===== config.mk =====
export PLATFORM = sky130hd
export DESIGN_NAME = uart_tx
export DESIGN_NICKNAME = d
export VERILOG_FILES = /design/src/rtl/uart_pkg.sv /design/src/rtl/uart_tx.sv
export SDC_FILE = /design/constraint.sdc
export NUM_CORES = 1
export LEC_CHECK = 0
export ABC_AREA = 1
export CORE_MARGIN = 3
export CORE_UTILIZATION = 57
export CTS_CLUSTER_DIAMETER = 30
export DETAILED_ROUTE_END_ITERATION = 8
export GPL_ROUTABILITY_DRIVEN = 0
export GPL_TIMING_DRIVEN = 0
export PLACE_DENSITY = 0.83
export SLEW_MARGIN = 25
export SYNTH_ARGS = -nofsm -noshare
export SYNTH_HDL_FRONTEND = slang
export SYNTH_SLANG_ARGS = --single-unit

===== constraint.sdc =====
create_clock -name i_clk -period 3.5 [get_ports i_clk]
set_input_delay 0.7 -clock i_clk [delete_from_list [all_inputs] [get_ports i_clk]]
set_output_delay 0.7 -clock i_clk [all_outputs]
set_load 0.01 [all_outputs]

===== src/rtl/uart_pkg.sv =====
// -----------------------------------------------------------------------------
// uart_pkg -- definitions shared by uart_tx and uart_rx.
//   * FSM state encoding (kept as plain localparam constants so existing
//     uart_rx code that compares against them keeps compiling unchanged)
//   * default oversampling ratio used by both directions
// -----------------------------------------------------------------------------
package uart_pkg;

  // Oversampling ticks per bit produced by the shared baud-rate generator.
  localparam int unsigned UART_N_TICKS = 16;

  // State register width and encoding.
  localparam int unsigned UART_ST_W = 3;

  localparam logic [UART_ST_W-1:0] ST_IDLE   = 3'd0;
  localparam logic [UART_ST_W-1:0] ST_START  = 3'd1;
  localparam logic [UART_ST_W-1:0] ST_DATA   = 3'd2;
  localparam logic [UART_ST_W-1:0] ST_PARITY = 3'd3;
  localparam logic [UART_ST_W-1:0] ST_STOP   = 3'd4;

endpackage : uart_pkg


===== src/rtl/uart_tx.sv =====
// -----------------------------------------------------------------------------
// uart_tx -- oversampled UART transmitter.
//
// Frame: start(0) + N_DATA data bits (LSB first) + [parity] + M_STOP stop(1).
// Every bit lasts exactly N_TICKS cycles of i_tick; i_tick comes from the
// external baud-rate generator in top_level.
//
// Build option:
//   UART_TX_PARITY_EN  -- when defined, one parity bit is inserted between the
//                         data and stop bits (EVEN_ODD_PARITY: 1 even, 0 odd).
//                         When undefined, no parity logic exists at all.
//
// All outputs are registered.  o_tx_done pulses for one cycle on the first
// IDLE cycle after the stop bit(s); a request seen in that same cycle starts
// the next frame on the following edge.
// -----------------------------------------------------------------------------
module uart_tx
  import uart_pkg::*;
#(
  parameter int unsigned N_DATA          = 8,
  parameter int unsigned M_STOP          = 1,
  parameter int unsigned N_TICKS         = UART_N_TICKS,
  parameter int unsigned EVEN_ODD_PARITY = 1
) (
  input  logic              i_clk,
  input  logic              i_rst_n,
  input  logic              i_tick,
  input  logic              i_tx_start,
  input  logic [N_DATA-1:0] i_data,
  output logic              o_tx,
  output logic              o_busy,
  output logic              o_tx_done
);

  // Tick counter spans the longest segment (the stop period); the bit
  // counter is allowed to reach N_DATA on the final data bit.
  localparam int unsigned TICK_W = $clog2(N_TICKS * M_STOP);
  localparam int unsigned BIT_W  = $clog2(N_DATA + 1);

  localparam logic [TICK_W-1:0] TICK_LAST = TICK_W'(N_TICKS - 1);
  localparam logic [TICK_W-1:0] STOP_LAST = TICK_W'(N_TICKS * M_STOP - 1);
  localparam logic [BIT_W-1:0]  BIT_LAST  = BIT_W'(N_DATA - 1);

  // Reject configurations the counters and frame format are not built for.
  if (M_STOP < 1 || M_STOP > 2 || EVEN_ODD_PARITY > 1 || N_TICKS < 2) begin : g_bad_cfg
    $error("uart_tx: unsupported parameter combination");
  end

  logic [UART_ST_W-1:0] state_q, state_d;
  logic [TICK_W-1:0]    tick_q, tick_d;
  logic [BIT_W-1:0]     bit_q, bit_d;
  logic [N_DATA-1:0]    shreg_q, shreg_d;
  logic                 tx_d;
  logic                 busy_d;
  logic                 done_d;

`ifdef UART_TX_PARITY_EN
  logic                 par_q, par_d;
`endif

  // Next-state, counter and shift-register logic.
  always_comb begin
    state_d = state_q;
    tick_d  = tick_q;
    bit_d   = bit_q;
    shreg_d = shreg_q;
    done_d  = 1'b0;
`ifdef UART_TX_PARITY_EN
    par_d   = par_q;
`endif

    case (state_q)
      ST_IDLE: begin
        // Request is taken regardless of i_tick; the byte (and its parity)
        // is frozen here for the whole frame.
        if (i_tx_start) begin
          state_d = ST_START;
          tick_d  = '0;
          bit_d   = '0;
          shreg_d = i_data;
`ifdef UART_TX_PARITY_EN
          par_d   = (EVEN_ODD_PARITY != 0) ? (^i_data) : ~(^i_data);
`endif
        end
      end

      ST_START: begin
        if (i_tick) begin
          if (tick_q == TICK_LAST) begin
            tick_d  = '0;
            state_d = ST_DATA;
          end else begin
            tick_d = tick_q + TICK_W'(1);
          end
        end
      end

      ST_DATA: begin
        if (i_tick) begin
          if (tick_q == TICK_LAST) begin
            tick_d  = '0;
            shreg_d = shreg_q >> 1;
            bit_d   = bit_q + BIT_W'(1);
            if (bit_q == BIT_LAST) begin
`ifdef UART_TX_PARITY_EN
              state_d = ST_PARITY;
`else
              state_d = ST_STOP;
`endif
            end
          end else begin
            tick_d = tick_q + TICK_W'(1);
          end
        end
      end

`ifdef UART_TX_PARITY_EN
      ST_PARITY: begin
        if (i_tick) begin
          if (tick_q == TICK_LAST) begin
            tick_d  = '0;
            state_d = ST_STOP;
          end else begin
            tick_d = tick_q + TICK_W'(1);
          end
        end
      end
`endif

      ST_STOP: begin
        if (i_tick) begin
          if (tick_q == STOP_LAST) begin
            tick_d  = '0;
            state_d = ST_IDLE;
            done_d  = 1'b1;
          end else begin
            tick_d = tick_q + TICK_W'(1);
          end
        end
      end

      default: begin
        state_d = ST_IDLE;
        tick_d  = '0;
        bit_d   = '0;
      end
    endcase
  end

  // Line level and busy flag are decoded from the next state so that the
  // registered outputs line up with the state register.
  always_comb begin
    busy_d = (state_d != ST_IDLE);
    case (state_d)
      ST_START: tx_d = 1'b0;
      ST_DATA:  tx_d = shreg_d[0];
`ifdef UART_TX_PARITY_EN
      ST_PARITY: tx_d = par_d;
`endif
      default:  tx_d = 1'b1;
    endcase
  end

  // State, counters, data and registered outputs; reset aborts any frame.
  always_ff @(posedge i_clk or negedge i_rst_n) begin
    if (!i_rst_n) begin
      state_q   <= ST_IDLE;
      tick_q    <= '0;
      bit_q     <= '0;
      shreg_q   <= '0;
      o_tx      <= 1'b1;
      o_busy    <= 1'b0;
      o_tx_done <= 1'b0;
    end else begin
      state_q   <= state_d;
      tick_q    <= tick_d;
      bit_q     <= bit_d;
      shreg_q   <= shreg_d;
      o_tx      <= tx_d;
      o_busy    <= busy_d;
      o_tx_done <= done_d;
    end
  end

`ifdef UART_TX_PARITY_EN
  // Parity bit computed once at frame acceptance.
  always_ff @(posedge i_clk or negedge i_rst_n) begin
    if (!i_rst_n) begin
      par_q <= 1'b0;
    end else begin
      par_q <= par_d;
    end
  end
`endif

endmodule : uart_tx


==> summary.md <==
| Metric | Value |
|---|---|
| Post-DP HPWL | `1660 um` |
| CP required | `2.80 ns` |
| Max cap viols | `0` |
| Max stage delay on crit path | `0.54 ns` |
| Drt via density | `5.30` |
| Post-Route WL | `2200 um` |
| Fin. Hold Viols | `0` |
| Distinct cell type count after synthesis | `25` |
| First-pass GRT wire length | `3910 um` |
| Vias in the first global route | `906` |
| Worst Path Max Fanout | `1` |
| Setup TNS | `0 ns` |
| IO Port Bufs | `13` |
| CTS sink cnt | `22` |
| Reg power frac | `44.3%` |
| Post-CTS sizing | `0` |
| Initial DRT Pass Iterations | `6` |
| Power Internal | `0.000560 W` |
| Clock Power Share | `22.3%` |
| Fmax | `484 MHz` |
| Comb pwr share | `33.4%` |
| Worst path top cell family by delay | `flip-flops` |
| Avg WL per Cell | `11.9 um` |
| 1st-iter DRT viols | `16` |
| Final setup viols | `0` |
| Post-CTS Hold Buffers | `0` |
| Slowest stage cell, crit path | `dfstp_2` |
| Clock Skews | `0.00523 ns` |
| Die footprint | `2630 um^2` |
| CTS max path bufs | `2` |
| Clock slew at reported path FFs | `0.12 ns` |
| # rows | `15` |
| Clock Latency Late Sink | `0.31 ns` |
| Chip width | `51.3 um` |
| I/O pins | `15` |
| Core box area | `1840 um^2` |
| Buf/Inv on CP | `1` |
| Initial Utilization | `63.7%` |
| Final Total Pwr | `0.000866 W` |
| Layout Nets | `175` |
| Slew margin rel. | `67.6%` |
| Syn_area_per_cell | `8.19 um^2` |
| Crit. End Element | `output pin` |
| Synth async-reset ratio | `100%` |
| Slew @ Worst Pin | `0.485 ns` |
| Yosys reg bits | `22` |
| Max VDD drop | `0.392 mV` |
| DIE HEIGHT | `51.3 um` |
| Utilization after layout | `75.0%` |
| RSZ-0062 raised after global routing | `no` |
| Post-Syn Area | `1170 um^2` |
| DRC violations left | `0` |
| Startpoint Class | `flop` |
| TritonCTS buffer count | `3` |
| Area growth, synth to finish | `17.8%` |
| Post-synth net total | `157` |
| Post-Syn Instances | `143` |
| Setup CP Type | `reg2out` |
| Hold WC Path Type | `in2async` |
| Register area share after synthesis | `47.1%` |
| Synth area leader | `dfrtp_1` |
| Layout cells sized above 1 | `13.8%` |
| H-tree depth | `1` |
| NetSw | `0.000307 W` |
| Post-DRT Antenna Nets | `0` |
| Top cell type's share of synthesized area | `44.9%` |
| Final min period | `2.07 ns` |
| Initial antenna violation count | `0` |
| CTS tree | `built` |
| ANT cells | `0` |
| # fillers | `144` |
| Total track usage | `19.8%` |
| Via count | `981` |
| Post-synth EDFFs | `0` |
| PD cells | `628 nW/um^2` |
| Synth warn | `0` |
| Global route total overflow | `0` |
| Crit-path cells | `clkdlybuf4s50_1` |
| Synth area leaders | `dfrtp_1 (45%), nand2_1 (14%), nand3_1 (7.7%)` |
| Slew Limit Fails | `0` |
| Most used DFF post-synth | `dfrtp_1` |
| Post-CTS Setup Bufs | `0` |
| P_leak | `0.678 nW` |
| Status | `complete, no violations` |
| Period Utilization, post-route | `59.1%` |
| Largest net degree at the start of global routing | `23` |
| Switch share | `35.4%` |
| CTS root buf | `clkbuf_4` |
| Worst EP arrival | `1.37 ns` |
layout by cell type, fill, tap and decap left out:
master / synthesis / routed
nand2_1: 44 / 44
dfrtp_1: 21 / 21
nand3_1: 18 / 18
inv_1: 12 / 12
clkdlybuf4s50_1: 0 / 12
nor2_1: 10 / 10
nand4_1: 9 / 9
o21ai_0: 4 / 4
nand2_2: 3 / 3
clkbuf_4: 0 / 3
nor2_2: 2 / 2
nor2_4: 2 / 2
inv_2: 2 / 2
buf_2: 1 / 2
nand3_2: 2 / 2
ha_1: 2 / 2
nand4_4: 1 / 1
nand3b_2: 1 / 1
nand2b_1: 1 / 1
a21oi_1: 1 / 1
nand3_4: 1 / 1
or2_2: 1 / 1
o21ai_1: 1 / 1
o21bai_1: 1 / 1
xor2_1: 1 / 1
nor3_1: 1 / 1
bufinv_16: 0 / 1
dfstp_2: 1 / 1
metrics by stage:
stage	std cells	instance area [um^2]	worst slack, ns	hold slack [ns]
after floorplan	143	1170	2.01	0.404
after global placement	181	1330	1.45	0.467
after detailed placement	181	1330	1.41	0.473
after CTS	185	1390	1.42	0.502
after global routing	185	1380	1.38	0.342
final	185	1380	1.43	0.332
synth_stat cells (2+ instances only):
cell type	number
nor2_2	2
nand3_1	18
o21ai_0	4
nor2_1	10
ha_1	2
nand2_1	44
nand2_2	3
nor2_4	2
nand3_2	2
inv_1	12
dfrtp_1	21
nand4_1	9
inv_2	2
worst paths after layout:
kind	from	end	slack, ns	cells past startpoint
setup / recovery	o_tx$_DFF_PN1_	o_tx	1.43	1
hold / removal	i_rst_n	shreg_q[1]$_DFFE_PN0P_	0.33	1
setup reg to reg	tick_q[0]$_DFFE_PN0P_	o_busy$_DFF_PN0_	2.01	6
hold reg to reg	shreg_q[3]$_DFFE_PN0P_	shreg_q[3]$_DFFE_PN0P_	0.50	2
max in group asynchronous	i_rst_n	o_tx$_DFF_PN1_	2.82	1
min in group i_clk	shreg_q[3]$_DFFE_PN0P_	shreg_q[3]$_DFFE_PN0P_	0.50	2
routing by layer:
layer | vias to the layer above | part of all wire (%) | GRT usage, %
met1 | 443 | 45 | 25.9
met4 | 0 | 2.0 | 9.17
met2 | 27 | 48 | 31.3
met3 | 6 | 5.0 | 4.08
li1 | 505 | - | -
met5 | - | 0 | 0
power groups by stage:
stage / clock (W) / combinational (W) / sequential (W)
after floorplan: 0 / 0.000207 / 0.000382
after global placement: 0 / 0.000282 / 0.000383
after detailed placement: 0 / 0.000293 / 0.000388
after CTS: 0.000197 / 0.000294 / 0.000382
after global routing: 0.000207 / 0.000334 / 0.000392
final: 0.000193 / 0.000290 / 0.000384
state kept, by name (all words and copies together), names as in the netlist:
name,flops
o_busy,1
o_tx,1
shreg_q,8
tick_q,4
bit_q,4
o_tx_done,1
state_q,3
area by class of cell:
type / instances / area [um^2] / area share [%]
clock inverters: 1 / 30.0 / 2.18
repair buffers: 13 / 125 / 9.07
flip-flops and latches: 22 / 552 / 40.0
clock buffers: 3 / 22.5 / 1.63
multi-input cells: 106 / 562 / 40.7
plain buffers: 1 / 5.00 / 0.363
inverters: 14 / 52.6 / 3.81
well taps: 25 / 31.3 / 2.27
kinds of logic (layout without fill, tap and decap cells):
family | Yosys count | in the layout | synth area share, %
AND/OR/NAND/NOR | 96 | 96 | 41.9
flip-flops | 22 | 22 | 47.1
buffers and inverters | 15 | 32 | 4.91
AO/OA/AOI/OAI | 7 | 7 | 3.20
adder cells (fa/ha/maj) | 2 | 2 | 2.14
XOR/XNOR | 1 | 1 | 0.748
No activity file was read; power rests on OpenSTA's default activity.
